## src/rtl/riscv_pkg.sv

```systemverilog
// Shared RISC-V core definitions: NOP, reset vector,
// fetch buffer entry type and base opcodes.
package riscv_pkg;

  localparam logic [31:0] NOP_INSTR = 32'h0000_0013;
  localparam logic [31:0] DEFAULT_RESET_PC = 32'h0000_0000;

  localparam logic [6:0] OPC_LUI    = 7'b0110111;
  localparam logic [6:0] OPC_AUIPC  = 7'b0010111;
  localparam logic [6:0] OPC_JAL    = 7'b1101111;
  localparam logic [6:0] OPC_JALR   = 7'b1100111;
  localparam logic [6:0] OPC_BRANCH = 7'b1100011;
  localparam logic [6:0] OPC_LOAD   = 7'b0000011;
  localparam logic [6:0] OPC_STORE  = 7'b0100011;
  localparam logic [6:0] OPC_OPIMM  = 7'b0010011;
  localparam logic [6:0] OPC_OP     = 7'b0110011;
  localparam logic [6:0] OPC_FENCE  = 7'b0001111;
  localparam logic [6:0] OPC_SYSTEM = 7'b1110011;

  typedef struct packed {
    logic [31:0] instr;
    logic [31:0] pc;
  } fetch_entry_t;

endpackage

```

## src/rtl/fetch_fifo.sv

```systemverilog
// Small circular buffer of fetched entries.
// Flush wins over push and pop in the same cycle.
module fetch_fifo
  import riscv_pkg::*;
#(
  parameter int  DEPTH   = 2,
  parameter type entry_t = fetch_entry_t
) (
  input  logic                   clk_i,
  input  logic                   rst_ni,
  input  logic                   flush_i,
  input  logic                   push_i,
  input  entry_t                 data_i,
  input  logic                   pop_i,
  output entry_t                 data_o,
  output logic [$clog2(DEPTH):0] count_o,
  output logic                   empty_o,
  output logic                   full_o
);

  localparam int AW = $clog2(DEPTH);
  localparam int CW = AW + 1;

  entry_t          mem_q [DEPTH];
  logic [AW-1:0]   wptr_q;
  logic [AW-1:0]   wptr_d;
  logic [AW-1:0]   rptr_q;
  logic [AW-1:0]   rptr_d;
  logic [CW-1:0]   cnt_q;
  logic [CW-1:0]   cnt_d;
  logic            do_push;
  logic            do_pop;

  assign empty_o = (cnt_q == '0);
  assign full_o  = (cnt_q == CW'(DEPTH));
  assign do_pop  = pop_i && !empty_o;
  assign do_push = push_i && (!full_o || do_pop);
  assign data_o  = mem_q[rptr_q];
  assign count_o = cnt_q;

  always_comb begin
    wptr_d = wptr_q;
    rptr_d = rptr_q;
    cnt_d  = cnt_q;
    unique case (1'b1)
      flush_i: begin
        wptr_d = '0;
        rptr_d = '0;
        cnt_d  = '0;
      end
      default: begin
        if (do_push) wptr_d = wptr_q + AW'(1);
        if (do_pop)  rptr_d = rptr_q + AW'(1);
        cnt_d = cnt_q + CW'(do_push) - CW'(do_pop);
      end
    endcase
  end

  always_ff @(posedge clk_i or negedge rst_ni) begin
    if (!rst_ni) begin
      wptr_q <= '0;
      rptr_q <= '0;
      cnt_q  <= '0;
    end else begin
      wptr_q <= wptr_d;
      rptr_q <= rptr_d;
      cnt_q  <= cnt_d;
    end
  end

  always_ff @(posedge clk_i) begin
    if (do_push && !flush_i) mem_q[wptr_q] <= data_i;
  end

endmodule

```

## src/rtl/fetch_unit.sv

```systemverilog
// Instruction fetch stage: PC, imem request/response, buffer.
// Optional FETCH_STALL_CNT_EN adds a starvation counter output.
module fetch_unit
  import riscv_pkg::*;
#(
  parameter int                    INSTR_WIDTH = 32,
  parameter int                    ADDR_WIDTH  = 32,
  parameter logic [ADDR_WIDTH-1:0] RESET_PC    = DEFAULT_RESET_PC,
  parameter int                    BUF_DEPTH   = 2
) (
  input  logic                   clk_i,
  input  logic                   rst_ni,
  output logic                   imem_req_o,
  output logic [ADDR_WIDTH-1:0]  imem_addr_o,
  input  logic                   imem_gnt_i,
  input  logic                   imem_rvalid_i,
  input  logic [INSTR_WIDTH-1:0] imem_rdata_i,
  input  logic                   PCSrc_i,
  input  logic [ADDR_WIDTH-1:0]  branch_target_i,
  output logic [INSTR_WIDTH-1:0] instr_o,
  output logic [ADDR_WIDTH-1:0]  pc_o,
  output logic                   instr_valid_o,
  input  logic                   instr_ready_i
`ifdef FETCH_STALL_CNT_EN
  ,
  output logic [31:0]            stall_cnt_o
`endif
);

  localparam int CW = $clog2(BUF_DEPTH) + 1;

  typedef struct packed {
    logic [INSTR_WIDTH-1:0] instr;
    logic [ADDR_WIDTH-1:0]  pc;
  } entry_t;

  logic [ADDR_WIDTH-1:0] fpc_q;
  logic [ADDR_WIDTH-1:0] fpc_d;
  logic [ADDR_WIDTH-1:0] rpc_q;
  logic [ADDR_WIDTH-1:0] rpc_d;
  logic [ADDR_WIDTH-1:0] tgt;
  logic [CW-1:0]         outst_q;
  logic [CW-1:0]         outst_d;
  logic [CW-1:0]         drop_q;
  logic [CW-1:0]         drop_d;
  logic [CW-1:0]         fifo_cnt;
  logic [CW:0]           inflight;
  logic                  fire;
  logic                  rsp;
  logic                  discard;
  logic                  push;
  logic                  pop;
  logic                  fifo_empty;
  logic                  fifo_full;
  entry_t                wdata;
  entry_t                head;
  logic                  unused_tgt;

  assign unused_tgt = ^branch_target_i[1:0];
  assign tgt = {branch_target_i[ADDR_WIDTH-1:2], 2'b00};

  // credits come from registered counts only
  assign inflight = {1'b0, outst_q} + {1'b0, fifo_cnt};

  assign imem_req_o = rst_ni && !PCSrc_i && !fifo_full
                   && (inflight < (CW+1)'(BUF_DEPTH));
  assign imem_addr_o = fpc_q;

  assign fire    = imem_req_o && imem_gnt_i;
  assign rsp     = imem_rvalid_i && (outst_q != '0);
  assign discard = rsp && (drop_q != '0);
  assign push    = rsp && !discard && !PCSrc_i;
  assign pop     = instr_valid_o && instr_ready_i && !PCSrc_i;

  assign wdata.instr = imem_rdata_i;
  assign wdata.pc    = rpc_q;

  fetch_fifo #(
    .DEPTH   (BUF_DEPTH),
    .entry_t (entry_t)
  ) u_fifo (
    .clk_i   (clk_i),
    .rst_ni  (rst_ni),
    .flush_i (PCSrc_i),
    .push_i  (push),
    .data_i  (wdata),
    .pop_i   (pop),
    .data_o  (head),
    .count_o (fifo_cnt),
    .empty_o (fifo_empty),
    .full_o  (fifo_full)
  );

  assign instr_valid_o = !fifo_empty;
  assign instr_o = fifo_empty ? INSTR_WIDTH'(NOP_INSTR) : head.instr;
  assign pc_o    = fifo_empty ? '0 : head.pc;

  always_comb begin
    fpc_d   = fpc_q;
    rpc_d   = rpc_q;
    drop_d  = drop_q;
    outst_d = outst_q + CW'(fire) - CW'(rsp);
    if (fire)    fpc_d  = fpc_q + ADDR_WIDTH'(4);
    if (discard) drop_d = drop_q - CW'(1);
    if (push)    rpc_d  = rpc_q + ADDR_WIDTH'(4);
    // everything still in flight after this cycle is stale
    if (PCSrc_i) begin
      fpc_d  = tgt;
      rpc_d  = tgt;
      drop_d = outst_q - CW'(rsp);
    end
  end

  always_ff @(posedge clk_i or negedge rst_ni) begin
    if (!rst_ni) begin
      fpc_q   <= RESET_PC;
      rpc_q   <= RESET_PC;
      outst_q <= '0;
      drop_q  <= '0;
    end else begin
      fpc_q   <= fpc_d;
      rpc_q   <= rpc_d;
      outst_q <= outst_d;
      drop_q  <= drop_d;
    end
  end

`ifdef FETCH_STALL_CNT_EN
  logic [31:0] stall_q;
  logic [31:0] stall_d;

  always_comb begin
    stall_d = stall_q;
    if (instr_ready_i && !instr_valid_o && (stall_q != '1))
      stall_d = stall_q + 32'd1;
  end

  always_ff @(posedge clk_i or negedge rst_ni) begin
    if (!rst_ni) stall_q <= '0;
    else         stall_q <= stall_d;
  end

  assign stall_cnt_o = stall_q;
`endif

endmodule
```

## config.mk

```make
export PLATFORM = sky130hd
export DESIGN_NAME = fetch_unit
export DESIGN_NICKNAME = d
export VERILOG_FILES = /design/src/rtl/riscv_pkg.sv /design/src/rtl/fetch_fifo.sv /design/src/rtl/fetch_unit.sv
export SDC_FILE = /design/constraint.sdc
export NUM_CORES = 1
export LEC_CHECK = 0
export ABC_AREA = 1
export CAP_MARGIN = 0
export CORE_MARGIN = 2
export CORE_UTILIZATION = 60
export DETAILED_ROUTE_END_ITERATION = 10
export DONT_BUFFER_PORTS = 1
export PLACE_DENSITY_LB_ADDON = 0.1
export SYNTH_ARGS = -nofsm -noshare
export SYNTH_HDL_FRONTEND = slang
export SYNTH_SLANG_ARGS = --single-unit
```

## constraint.sdc

```tcl
create_clock -name clk_i -period 8.6 [get_ports clk_i]
set_input_delay 1.72 -clock clk_i [delete_from_list [all_inputs] [get_ports clk_i]]
set_output_delay 1.72 -clock clk_i [all_outputs]
set_load 0.01 [all_outputs]
```

# After elaboration in Yosys (flattened, before gate mapping)
# Memories as Yosys holds them, arrays and structs flattened.
# Index checks and enable logic that the tools add are counted.
# word_totals
n_memories	1
regBits	72
elab_cells	62
mem_bits_rw	128
in_bits	70
# mem_list
memory	words	word_bits	read_ports	rd_ports_with_merged_regs	wr	line_no	rtl
u_fifo.mem_q	2	64	1	0	1	fetch_fifo.sv:24	entry_t mem_q [DEPTH];
# classes
add_sub_neg	11
n_reduce_logical	26
order_cmp	1
eq_ne	1
muxes	15
# op_table
operator	count
$mux 32	6
$add 32x3->32 const B	2
$reduce_bool 2->1	7
$logic_and 1x1->1	13
$mux 1	6
$mux 2	3
$sub 2x1->2	3
$add 2x1->2	2
$logic_not 1->1	4
$add 2x2->3	1
$lt 3x2->1 const B	1
$add 1x1->1 const B	2
$eq 2x2->1 const B	1
$logic_not 2->1	1
$sub 2x1->2 const B	1
$logic_or 1x1->1	1

# Longest topological paths before layout
# depth
depth_word	10
mapped_depth	11
ltp_nobuf	11

# Hierarchy
# A second synthesis with hierarchy kept.
# unflattened
cells_unflattened	1200
hier_area_um2	10022.1
# by_module_without_submodules
mod	cells_per_inst	seq_area_each_um2	n_inst	area_per_inst_um2
fetch_unit	827	1601.5	1	5094.9
fetch_fifo	373	3943.8	1	4927.2

# Least setup slack after synthesis
# Ideal clock, no wire load.
# synth_path
path_type	input -> register
start	in PCSrc_i
end	mem u_fifo.mem_q[0][10] (netlist bit) (enable)
path_buffers	1
path_stages	6
t_arrival_ps	5023
setup_slack_ps	3095
setup_ps	482
cell_sequence	buf_2 inv_2 nand3_2 inv_2 o21ai_0 nor2_1
# synth_via
elab_chain_len	8
# synth_rtl
element	line_no	rtl
from (decl)	fetch_unit.sv:18	input logic PCSrc_i,
$logic_not 1->1 (*)	fetch_fifo.sv:72, fetch_unit.sv:72, fetch_unit.sv:73	
$logic_and 1x1->1	fetch_unit.sv:73	assign pop = instr_valid_o && instr_ready_i && !PCSrc_i;
$logic_and 1x1->1	fetch_fifo.sv:36	assign do_pop = pop_i && !empty_o;
$logic_or 1x1->1	fetch_fifo.sv:37	assign do_push = push_i && (!full_o || do_pop);
$logic_and 1x1->1	fetch_fifo.sv:37	
$logic_and 1x1->1 (*)	fetch_fifo.sv:72	if (do_push && !flush_i) mem_q[wptr_q] <= data_i;
$mux 1 (*)	fetch_fifo.sv:72	
$mux 1 (implied by the code) (*)	fetch_fifo.sv:72	
to (decl)	fetch_fifo.sv:24	
# Every way passes the cells marked *; elsewhere a longest branch is shown, timed or not.

# Worst setup path in the final report
# layout_path
start	reg u_fifo.rptr_q
end	out pc_o[18]
# layout_via
elab_chain_len	2
# layout_rtl
element	line_no	rtl
from (decl)	fetch_fifo.sv:27	logic [AW-1:0] rptr_q;
from (signal assigned)	fetch_fifo.sv:66	rptr_q <= rptr_d;
$mem_v2 2x64	n/a	
$mux 32	fetch_unit.sv:96	assign pc_o = fifo_empty ? '0 : head.pc;
to (decl)	fetch_unit.sv:21	output logic [ADDR_WIDTH-1:0] pc_o,
# Every way passes these cells.

==> out/metrics.yaml <==
run_status:
  status: "complete, no violations"
clock_tree:
  cts_setup_buffers: 0
  cts_inserted_buffers: 17
  cts_max_level: 4
  post_cts_resized: 0
  clk_pin_slew_worst_paths_ps: 70
  hold_buffers: 0
  clk_latency_ps: 420
  clock-sinks: 192
  clock_tree.buffer_depth: 2
  cts_tree: "yes"
  cts_root_buf: "clkbuf_16"
sta:
  worstMarginPinSlew_ps: 1120
  fmax_mhz: 255
  period_share_pct: 45.5
  setup_viol: 0
  rsz0062_at_grt: "false"
  fin_crit_ps: 3920
  fin_worst_skew_ps: 7.69
  max_slew_margin_pct: 25.7
  finalMaxSlewViolations: 0
  tns_ps: 0
  final-hold-violation-count: 0
setup_path:
  cp.arrival_ps: 2200
  start_kind: "flip-flop"
  r2r_cells: 7
  rr_startpoint: "drop_q[0]$_DFFE_PN0P_"
  crit_required_ps: 6880
  worstSetupStartpoint: "u_fifo.rptr_q$_DFFE_PN0P_"
  end_kind: "output port"
  crit_type: "flip-flop to output port"
  critPathMaxFanout: 64
grt:
  use_met2_pct: 41.0
  grt_max_degree: 70
  antenna_found_initial: 0
  grt_overflow_total: 0
  globalRouteTotalUtil_pct: 25.2
  grt_pass1_wl_um: 32300
  globalRoute.busiestLayer: "met2"
  met1_usage_pct: 33.2
  use_met3_pct: 5.99
  grt_pass1_vias: 6418
synthesis:
  synth_seq_cells: 192
  ys_types: 40
  synth_edf_count: 124
  ys_seq_area_share_pct: 57.4
  postSynth.asyncResetShare_pct: 35.4
  synth_top_flop_cell: "edfxtp_1"
  mappedNetlistArea_um2: 9450
  synth.avg_cell_area_um2: 9.03
  yosys_warnings: 0
  syn_inst: 1046
drt:
  drt-wirelength-per-cell_um: 16.7
  firstDrtPassIters: 5
  viasPerCell: 5.48
  totalWireLength_um: 20900
  drt-initial-drc-count: 484
  ant_nets: 0
  drc: 0
  via_count: 6878
worst_hold_path:
  holdCritStartpoint: "drop_q[1]$_DFFE_PN0P_"
  hold_depth: 2
  min_path_type: "flip-flop to flip-flop"
die:
  placeableCoreArea_um2: 15300
  die_h_um: 129
  num_rows: 45
  dieArea_um2: 16800
  start_util_pct: 61.7
  die_w_um: 129
  io_pins: 168
placement:
  place.detailed.hpwl_um: 13800
  gp_congestion: 0.879
  placed_cells: 1226
  numPortBuffers: 0
power_and_ir_drop:
  p_per_area_nw_per_um2: 253
  switching_share_pct: 32.9
  p_leak_nw: 4.10
  power_mw: 2.58
  power.share.sequential_pct: 49.0
  vdd_drop_max_mv: 0.141
  pwr-share-comb_pct: 20.3
  p_int_mw: 1.73
  switchingPower_uw: 847
  clkPwrFrac_pct: 30.7
job:
  maxCapViolCount: 0
finish:
  drive_gt1_share_pct: 7.75
  final_cell_mix: "nand2_1 (364), edfxtp_1 (124), inv_1 (79), a21oi_1 (77), nor2_1 (68)"
  diodes: 0
  finalNonFillerCells: 1256
  final_common_cell: "nand2_1"
  nets: 1113
  area_growth_pct: 7.67
## registers in the layout, summed over array words and instances, names as in the netlist
signal and count:
u_fifo.mem_q 124, imem_addr_o 30, rpc_q 30, drop_q 2, outst_q 2, u_fifo.count_o 2
u_fifo.rptr_q 1, u_fifo.wptr_q 1
## cell usage after synthesis (2+ instances only)
master	instances	area, um2
nand3b_1	8	60.1
dfrtp_1	68	1700
nand2_4	2	22.5
xor2_1	20	175
buf_1	4	15.0
and3_1	3	18.8
and2_1	2	12.5
clkbuf_1	19	71.3
nor2_1	71	267
nand4_1	10	62.6
ha_1	8	100
buf_6	3	33.8
nor3_1	8	40.0
o21ai_0	27	135
a21oi_1	77	385
nor2_2	12	75.1
inv_2	11	41.3
o211ai_1	12	90.1
buf_4	5	37.5
buf_2	7	35.0
o21bai_1	5	37.5
nand3_2	3	30.0
nor2_4	7	78.8
xnor2_1	5	43.8
o21ai_1	8	40.0
a31oi_1	3	18.8
nand3_1	56	280
nand2_1	364	1370
inv_1	79	297
edfxtp_1	124	3720
nand2_2	6	37.5
## critical path, stage by stage (launching register included)
cell and delay (ps):
dfrtp_2 410, inv_2 770, nand2_1 120, a21oi_1 410
## power by group through the flow
stage | combinational, mW | sequential [mW] | clock, mW
global route | 0.595 | 1.28 | 0.828
global placement | 0.512 | 1.27 | 0
detailed placement | 0.521 | 1.28 | 0
floorplan | 0.427 | 1.24 | 0
CTS | 0.525 | 1.26 | 0.802
finish | 0.522 | 1.26 | 0.792
## layout make-up
cell class                      instances  area (um2)
Sequential cell                       192        5430
Clock inverter                         13         163
Inverter                               90         338
Timing Repair Buffer                    4        30.0
Multi-Input combinational cell        729        3530
Tap cell                              211         264
Fill cell                            1242        5140
Clock buffer                           17         425
## kinds of logic (layout without fill, tap and decap cells)
kind of cell,Yosys count,in the layout,synth area share (%)
compound gates,135,135,7.73
xor+xnor,25,25,2.32
fa+ha+maj,9,9,1.27
buf+inv,128,124,5.61
flops,192,192,57.4
other cells,1,4,0.0397
simple gates,556,556,25.6
## worst paths after layout
check                                                 to  slack [ps]
setup / recovery                                pc_o[18]        4680
hold / removal                     drop_q[1]$_DFFE_PN0P_         550
setup reg to reg           u_fifo.mem_q[0][27]$_DFFE_PP_        5820
hold reg to reg                    drop_q[1]$_DFFE_PN0P_         550
max in group asynchronous          rpc_q[28]$_DFFE_PN0N_        7500
min in group asynchronous     imem_addr_o[6]$_DFFE_PN0P_         980
## per-stage QoR
stage                     hold slack [ps]  area, um2  worst slack [ps]  util [%]
final                                 551      10200              4680      66.4
after global placement                530       9590              4300      62.6
after global routing                  577      10200              4540      66.4
after CTS                             553      10200              4710      66.4
after floorplan                       464       9460              3090         -
after detailed placement              539       9590              4290      62.6
## routing by layer
layer / vias up / wire length [um]
li1: 3416 / -
met1: 3172 / 8860
met2: 260 / 9900
met3: 30 / 1790
met4: 0 / 387
met5: - / 0
No activity file was read; power rests on OpenSTA's default activity.
